===== config.mk =====
export PLATFORM = sky130hd
export DESIGN_NAME = reg_dump_ctrl
export DESIGN_NICKNAME = d
export VERILOG_FILES = /design/src/rtl/reg_dump_ctrl.sv
export SDC_FILE = /design/constraint.sdc
export NUM_CORES = 1
export LEC_CHECK = 0
export BUFFER_PORTS_ARGS = -buffer_cell sky130_fd_sc_hd__buf_2
export CAP_MARGIN = 40
export CELL_PAD_IN_SITES_DETAIL_PLACEMENT = 0
export CELL_PAD_IN_SITES_GLOBAL_PLACEMENT = 1
export CORE_UTILIZATION = 25
export CTS_BUF_LIST = sky130_fd_sc_hd__clkbuf_2 sky130_fd_sc_hd__clkbuf_4 sky130_fd_sc_hd__clkbuf_8
export DETAILED_ROUTE_END_ITERATION = 16
export GPL_ROUTABILITY_DRIVEN = 0
export PLACE_DENSITY = 0.64
export RECOVER_POWER = 100
export SYNTH_ARGS = -nofsm -noshare
export SYNTH_HDL_FRONTEND = slang
export SYNTH_SLANG_ARGS = --single-unit

===== constraint.sdc =====
create_clock -name Clock -period 2.2 [get_ports Clock]
set_input_delay 0.11 -clock Clock [delete_from_list [all_inputs] [get_ports Clock]]
set_output_delay 0.11 -clock Clock [all_outputs]
set_load 0.03 [all_outputs]

===== src/rtl/reg_dump_ctrl.sv =====
// Register dump controller: walks the processor debug port over FIRST_REG..LAST_REG
// and streams (address, data) pairs out on a valid/ready interface.
module reg_dump_ctrl #(
  parameter int FIRST_REG    = 1,
  parameter int LAST_REG     = 31,
  parameter int READ_LATENCY = 1
) (
  input  logic        Clock,
  input  logic        nReset,
  input  logic        Start,
  input  logic        Abort,
  output logic        Busy,
  output logic        Done,
  output logic [4:0]  RegAddr,
  input  logic [31:0] RegData,
  output logic        OutValid,
  input  logic        OutReady,
  output logic [4:0]  OutAddr,
  output logic [31:0] OutData
);

  localparam int CW = $clog2(READ_LATENCY + 1);

  if (!(FIRST_REG >= 0 && FIRST_REG <= LAST_REG && LAST_REG <= 31)) begin : g_bad_range
    $fatal(1, "reg_dump_ctrl: require 0 <= FIRST_REG <= LAST_REG <= 31");
  end
  if (READ_LATENCY < 1) begin : g_bad_latency
    $fatal(1, "reg_dump_ctrl: require READ_LATENCY >= 1");
  end

  typedef enum logic [1:0] {ST_IDLE, ST_WAIT, ST_PUSH, ST_DONE} state_t;

  state_t          state_q, state_d;
  logic [4:0]      addr_q, addr_d;
  logic [CW-1:0]   cnt_q, cnt_d;
  logic            busy_q, busy_d;
  logic            done_q, done_d;
  logic            valid_q, valid_d;
  logic [4:0]      oaddr_q, oaddr_d;
  logic [31:0]     odata_q, odata_d;

  always_ff @(posedge Clock or negedge nReset) begin
    if (!nReset) begin
      state_q <= ST_IDLE;
      addr_q  <= '0;
      cnt_q   <= '0;
      busy_q  <= 1'b0;
      done_q  <= 1'b0;
      valid_q <= 1'b0;
      oaddr_q <= '0;
      odata_q <= '0;
    end else begin
      state_q <= state_d;
      addr_q  <= addr_d;
      cnt_q   <= cnt_d;
      busy_q  <= busy_d;
      done_q  <= done_d;
      valid_q <= valid_d;
      oaddr_q <= oaddr_d;
      odata_q <= odata_d;
    end
  end

  always_comb begin
    state_d = state_q;
    addr_d  = addr_q;
    cnt_d   = cnt_q;
    busy_d  = busy_q;
    done_d  = done_q;
    valid_d = valid_q;
    oaddr_d = oaddr_q;
    odata_d = odata_q;
    case (state_q)
      ST_IDLE: begin
        if (Start && !Abort) begin
          addr_d  = 5'(FIRST_REG);
          cnt_d   = CW'(READ_LATENCY);
          busy_d  = 1'b1;
          state_d = ST_WAIT;
        end
      end
      ST_WAIT: begin
        if (Abort) begin
          busy_d  = 1'b0;
          valid_d = 1'b0;
          state_d = ST_IDLE;
        end else begin
          cnt_d = cnt_q - CW'(1);
          // RegData is valid on the edge where the last latency cycle ends
          if (cnt_q == CW'(1)) begin
            odata_d = RegData;
            oaddr_d = addr_q;
            valid_d = 1'b1;
            state_d = ST_PUSH;
          end
        end
      end
      ST_PUSH: begin
        // Abort takes priority, so a pair offered in the abort cycle is dropped
        if (Abort) begin
          busy_d  = 1'b0;
          valid_d = 1'b0;
          state_d = ST_IDLE;
        end else if (OutReady) begin
          valid_d = 1'b0;
          if (addr_q == 5'(LAST_REG)) begin
            busy_d  = 1'b0;
            done_d  = 1'b1;
            state_d = ST_DONE;
          end else begin
            addr_d  = addr_q + 5'd1;
            cnt_d   = CW'(READ_LATENCY);
            state_d = ST_WAIT;
          end
        end
      end
      ST_DONE: begin
        done_d  = 1'b0;
        state_d = ST_IDLE;
      end
      default: state_d = ST_IDLE;
    endcase
  end

  assign Busy     = busy_q;
  assign Done     = done_q;
  assign RegAddr  = addr_q;
  assign OutValid = valid_q;
  assign OutAddr  = oaddr_q;
  assign OutData  = odata_q;

endmodule


==> metrics.txt, run 1 <==
total vias in the final route=1478; Post-Synthesis Mean Instance Area=14.0 um2; kind of path behind the tightest hold check=in -> reg; global-route total usage across every layer=under 10%; Congestion Overflow GR=0; total setup buffers inserted after CTS=0; setup repair after global routing missed its margin=no; reported leakage power=1.23 nW; minimum clock period=between 1.5 and 2 ns; number of rows created at floorplan=33; starting utilization of the core area=approximately a quarter; number of max-capacitance violations reported=0; fraction of the yosys area taken by sequential cells=54.6%; drt first pass iters=4; number of pins with negative max-slew slack in the final report=0; global-route wire length before repair=6.87 mm; Startpoint Class=flop; Worst Path Class, Setup=reg -> reg; Post-Synthesis Cell Area=about 0.0022 mm2; Req. time, crit path=roughly 2.4 ns; core area=about 0.0084 mm2; fillers=a little under 900; most area-hungry cell type in the Yosys netlist=dfrtp_1; maximum number of pins on one net before global-route repair=49; drt initial violations=19; maximum level of the CTS H-tree=2; outcome=finished clean; accumulated negative setup slack=0 ns; die height=between 90 and 100 um; Die Width=roughly 96 um; Resized Gates After CTS=0; post-detailed-route via-to-cell ratio=approximately 4.3; number of routed nets with antenna violations=0; number of sinks handled by clock tree synthesis=48; TritonCTS buffer count=5; actual slew at the worst max-slew pin=between 1 and 1.5 ns; Top Ports=82; vias in the first global route=around 1400; Skew-Pair Late Insertion Delay=approximately 0.3 ns; Post-CTS Hold Fix Bufs=1; critical path peak fanout=6; Netlist cell types=26; Slew HR=21.3%; NumNets Final=289; HPWL Detailed=between 3 and 4 mm; CP Data Arrival Time=approximately 2.2 ns; final setup fails=0; number of antenna diodes=0; number of buffers on the longest clock path=2; fraction of final layout cells sized beyond drive strength 1=between 20 and 30%; net count after synthesis=about 200; remaining routing DRC violations=0; per-cell routed wire length=12.5 um; placed cells=340; CTS tree=yes; top cells by area, synth=dfrtp_1, mux2_4, mux2_2; synthesis warning total=0; clock-pin slew of the registers on the worst-case setup and hold paths=~0.1 ns; power density normalized to cell area=roughly 1400 mW/mm2; largest voltage drop on the vdd net=0.411 mV; kind of end point of the critical path=flop; number of standard cells in the final layout excluding fillers=347; highest-count cells in the layout ignoring fill and taps=dfrtp_1, clkbuf_1, buf_2; share of the cycle needed by the critical path after routing=87.7%; Die ar.=between 0.009 and 0.01 mm2; most frequent standard cell in the layout excluding fill and tap cells=dfrtp_1; Sequential cell area=between 0.001 and 0.0015 mm2; antenna violations before repair=0; Clk Tree Root Cell=clkbuf_8; PortBufs=81; top-area cell type share of the netlist area=between 50% and 60%; gate count after technology mapping=approximately 160; FMAX=a little over 500 MHz; Hold Violations, Final=0; Total Wirelength=around 4.4 mm; multi-input combinational cell area=between 800 and 900 um2; Synth-to-Final Area Change=22.3%; Seq cells post-synth=48; setup clock skew after layout=0.0153 ns
## sequential cells by signal (all words and copies together), names as in the netlist
signal / count
Busy: 1
Done: 1
OutAddr: 5
OutData: 32
OutValid: 1
RegAddr: 5
cnt_q: 1
state_q: 2
## Yosys cell counts, drive strengths merged
| cell | instances |
|---|---|
| a21oi | 7 |
| buf | 6 |
| inv | 6 |
| a31oi | 1 |
| nor3 | 2 |
| mux2 | 38 |
| nor2 | 4 |
| nor3b | 1 |
| nand3 | 1 |
| and3b | 1 |
| dfrtp | 48 |
| mux2i | 3 |
| o2111a | 1 |
| ha | 9 |
| and3 | 3 |
| nand2 | 7 |
| nand4 | 1 |
| nand2b | 5 |
| o211ai | 1 |
| o21a | 1 |
| o21ai | 8 |
| a22o | 2 |
| nor2b | 1 |
## report_power, final
part	total, mW	internal, mW	switching, mW
clock network	0.613	0.327	0.286
registers	1.46	1.26	0.206
logic	1.81	0.598	1.21
total	3.89	2.18	1.71
## metrics by stage
stage                     instance area [um2]  util, %  setup slack, ns  hold WS, ns  power, mW
after floorplan                          2200        -            0.297       -0.186       3.05
after global placement                   2730     32.5            0.363        0.119       3.59
after detailed placement                 2730     32.5            0.308        0.121       3.61
after CTS                                2840     33.8            0.284       0.0243       4.25
after global routing                     2690     32.1            0.165      0.00716       4.18
final                                    2690     32.1            0.272       0.0193       3.89
## critical path: stages, from the launching register on
cell     delay [ns]
dfrtp_1        0.45
ha_1           0.25
and3_1         0.22
ha_1           0.22
nor3b_2        0.23
and3_1         0.24
nand4_1        0.10
o21ai_0        0.14
## layout make-up
class / count / area share, %
flip-flops and latches: 48 / 44.7
multi-input cells: 97 / 31.4
repair buffers: 85 / 14.4
well taps: 105 / 4.89
clock buffers: 5 / 2.56
clock inverters: 1 / 1.12
inverters: 6 / 0.931
## final timing paths
check	from	endpoint	slack, ns	depth (start not counted)
max in group asynchronous	nReset	OutData[0]$_DFFE_PN0P_	0.80	3
worst min-delay path	RegData[13]	OutData[13]$_DFFE_PN0P_	0.02	2
worst max-delay path	RegAddr[0]$_DFFE_PN0P_	RegAddr[3]$_DFFE_PN0P_	0.27	7
min in group asynchronous	nReset	RegAddr[2]$_DFFE_PN0P_	0.67	3
worst max register to register	RegAddr[0]$_DFFE_PN0P_	RegAddr[3]$_DFFE_PN0P_	0.27	7
worst min register to register	OutData[18]$_DFFE_PN0P_	OutData[18]$_DFFE_PN0P_	0.49	1
## layer usage
| layer | routed length [um] | global-route usage [%] |
|---|---|---|
| met1 | 2040 | 12.4 |
| met2 | 1950 | 16.3 |
| met3 | 303 | 2.92 |
| met4 | 62 | 3.86 |
| met5 | 0 | 0 |
## cells by family (layout without fill, tap and decap cells)
group	Yosys count	in the layout	share of synthesized area (%)
and+or+nand+nor	26	26	6.60
AOI/OAI and AO/OA	21	21	5.92
muxes	41	41	24.1
DFF	48	48	54.6
adders and majority gates	9	9	5.12
buffers and inverters	12	97	3.64
No activity file was read; power rests on OpenSTA's default activity.
==> run 2, diff against run 1 <==
--- a/config.mk
+++ b/config.mk
@@ -9,11 +9,11 @@
 export CAP_MARGIN = 40
 export CELL_PAD_IN_SITES_DETAIL_PLACEMENT = 0
 export CELL_PAD_IN_SITES_GLOBAL_PLACEMENT = 1
-export CORE_UTILIZATION = 25
+export CORE_UTILIZATION = 40
 export CTS_BUF_LIST = sky130_fd_sc_hd__clkbuf_2 sky130_fd_sc_hd__clkbuf_4 sky130_fd_sc_hd__clkbuf_8
 export DETAILED_ROUTE_END_ITERATION = 16
 export GPL_ROUTABILITY_DRIVEN = 0
-export PLACE_DENSITY = 0.64
+export PLACE_DENSITY = 0.9
 export RECOVER_POWER = 100
 export SYNTH_ARGS = -nofsm -noshare
 export SYNTH_HDL_FRONTEND = slang
==> metrics.txt, run 2 (synthesized netlist as in run 1, its figures left out) <==
outcome=finished clean (unchanged); kind of end point of the critical path=flop (unchanged); Startpoint Class=flop (unchanged); Congestion Overflow GR=0 (unchanged); total vias in the final route=1491 (was 1478); vias in the first global route=1419 (was 1441); clock-pin slew of the registers on the worst-case setup and hold paths=0.08 ns (was 0.10 ns); Req. time, crit path=2.41 ns (was 2.42 ns); multi-input combinational cell area=848 um2 (was 845 um2); Crit path buffers/inverters=0 (unchanged); maximum level of the CTS H-tree=2 (unchanged); number of antenna diodes=0 (unchanged); most frequent standard cell in the layout excluding fill and tap cells=dfrtp_1 (unchanged); minimum clock period=1.92 ns (was 1.93 ns); share of the cycle needed by the critical path after routing=87.4% (was 87.7%); HPWL Detailed=2.89 mm (was 3.19 mm); final setup fails=0 (unchanged); final std cell area, no fill=0.00263 mm2 (was 0.00269 mm2); max reg flops=32 (unchanged); remaining routing DRC violations=0 (unchanged); Worst path top cell family by delay=simple AND/OR/NAND/NOR gates (unchanged); starting utilization of the core area=42.2% (was 26.2%); Hold EP=OutData[19]$_DFFE_PN0P_ (was OutData[13]$_DFFE_PN0P_); TritonCTS buffer count=5 (unchanged); critical path peak fanout=6 (unchanged); crit-path max cell delay=0.45 ns (about the same); Die Width=76.1 um (was 95.8 um); CP Data Arrival Time=2.13 ns (was 2.15 ns); worst r2r path cells=7 (unchanged); Hold Path Depth=2 (unchanged); Total Wirelength=3.83 mm (was 4.35 mm); FMAX=520 MHz (was 519 MHz); Sequential cell area=0.00120 mm2 (unchanged); drt first pass iters=2 (was 4); FF-to-FF Start=RegAddr[0]$_DFFE_PN0P_ (unchanged); Clk Tree Root Cell=clkbuf_8 (unchanged); kind of path behind the tightest hold check=in -> reg (unchanged); total setup buffers inserted after CTS=0 (unchanged); Synth-to-Final Area Change=19.7% (was 22.3%); Worst Slack Setup Final=0.278 ns (was 0.272 ns); fillers=534 (was 895); placement-stage worst setup slack=0.316 ns (was 0.308 ns); drt initial violations=21 (was 19); maximum number of pins on one net before global-route repair=27 (was 49); number of buffers on the longest clock path=2 (unchanged); PortBufs=81 (unchanged); number of max-capacitance violations reported=0 (unchanged); worst hold margin=0.0238 ns (was 0.0193 ns); NumNets Final=289 (unchanged); accumulated negative setup slack=0 ns (unchanged); reported leakage power=1.23 nW (about the same); post-detailed-route via-to-cell ratio=4.76 (was 4.26); antenna violations before repair=0 (unchanged); global-route total usage across every layer=13.9% (was 9.97%); highest-count cells in the layout ignoring fill and taps=dfrtp_1, clkbuf_1, buf_2 (unchanged); global-route wire length before repair=6.34 mm (was 6.87 mm); worst-path cell with the longest stage delay=dfrtp_1 (unchanged); per-cell routed wire length=12.2 um (was 12.5 um); CTS tree=yes (unchanged); capture point of the worst reg-to-reg path=RegAddr[3]$_DFFE_PN0P_ (unchanged); fraction of final layout cells sized beyond drive strength 1=28.4% (was 27.7%); final core utilization=50.6% (was 32.1%); placed cells=305 (was 340); setup clock skew after layout=0.0129 ns (was 0.0153 ns); actual slew at the worst max-slew pin=1.33 ns (was 1.18 ns); die height=76.1 um (was 95.8 um); power density normalized to cell area=1440 mW/mm2 (was 1450 mW/mm2); number of rows created at floorplan=26 (was 33); Slew HR=11.4% (was 21.3%); Worst Path Class, Setup=reg -> reg (unchanged); number of sinks handled by clock tree synthesis=48 (unchanged); Min-Delay Startpoint=RegData[19] (was RegData[13]); total power=3.78 mW (was 3.89 mW); cell-by-cell trace of the critical path=ha_1 > and3_1 > ha_1 > nor3b_2 > and3_1 > nand4_1 > o21ai_0 (unchanged); cell area reported after detailed placement=0.00266 mm2 (was 0.00273 mm2); core area=0.00520 mm2 (was 0.00838 mm2); register-to-register path setup slack=0.28 ns (was 0.27 ns); number of pins with negative max-slew slack in the final report=0 (unchanged); largest voltage drop on the vdd net=0.744 mV (was 0.411 mV); Hold Violations, Final=0 (unchanged); Skew-Pair Late Insertion Delay=0.30 ns (about the same); Top Ports=82 (unchanged); Resized Gates After CTS=0 (unchanged); setup repair after global routing missed its margin=no (unchanged); number of standard cells in the final layout excluding fillers=313 (was 347); number of routed nets with antenna violations=0 (unchanged); Die ar.=0.00580 mm2 (was 0.00917 mm2)
-- run 2: cell count changes in the layout (fill, tap and decap cells not counted), sizes merged --
cell | previous run | this run
clkinv | 0 | 1
bufinv | 1 | 0
clkbuf | 52 | 53
-- run 2: where the power goes --
part           internal, mW  total, mW  switching, mW
clock network         0.250      0.520          0.270
logic                 0.594       1.79           1.20
registers              1.26       1.47          0.214
total                  2.10       3.78           1.68
-- run 2: layout make-up --
| class | count | share of cell area [%] |
|---|---|---|
| multi-input combinational | 97 | 32.2 |
| timing repair buffer | 85 | 14.4 |
| inverter | 6 | 0.951 |
| clock buffer | 6 | 3.14 |
| clock inverter | 1 | 0.333 |
| tap | 70 | 3.33 |
| sequential | 48 | 45.6 |
-- run 2: worst max-delay path by stage --
stage / start / slack (ns) / cells after the start / endpoint
2_1_floorplan: RegAddr[0]$_DFFE_PN0P_ / 0.30 / 7 / RegAddr[2]$_DFFE_PN0P_
3_5_place_dp: RegAddr[0]$_DFFE_PN0P_ / 0.32 / 7 / RegAddr[2]$_DFFE_PN0P_
4_1_cts: RegAddr[0]$_DFFE_PN0P_ / 0.29 / 7 / RegAddr[3]$_DFFE_PN0P_
5_1_grt: RegAddr[0]$_DFFE_PN0P_ / 0.15 / 7 / RegAddr[2]$_DFFE_PN0P_
3_3_place_gp: RegAddr[0]$_DFFE_PN0P_ / 0.37 / 7 / RegAddr[3]$_DFFE_PN0P_
6_report: RegAddr[0]$_DFFE_PN0P_ / 0.28 / 7 / RegAddr[3]$_DFFE_PN0P_
-- run 2: what timing repair did --
item | CTS | global route
endpoints found under the setup margin | 0 | 0
hold buffers | 1 | 0
hold endpoints to repair | 25 | 0
-- run 2: per-layer routing --
metal,global-route usage [%],wire length (um),vias to the layer above
li1,-,-,718
met1,16.1,1670,724
met2,24.4,1910,44
met3,3.95,205,5
met4,5.19,46,0
met5,0,0,-
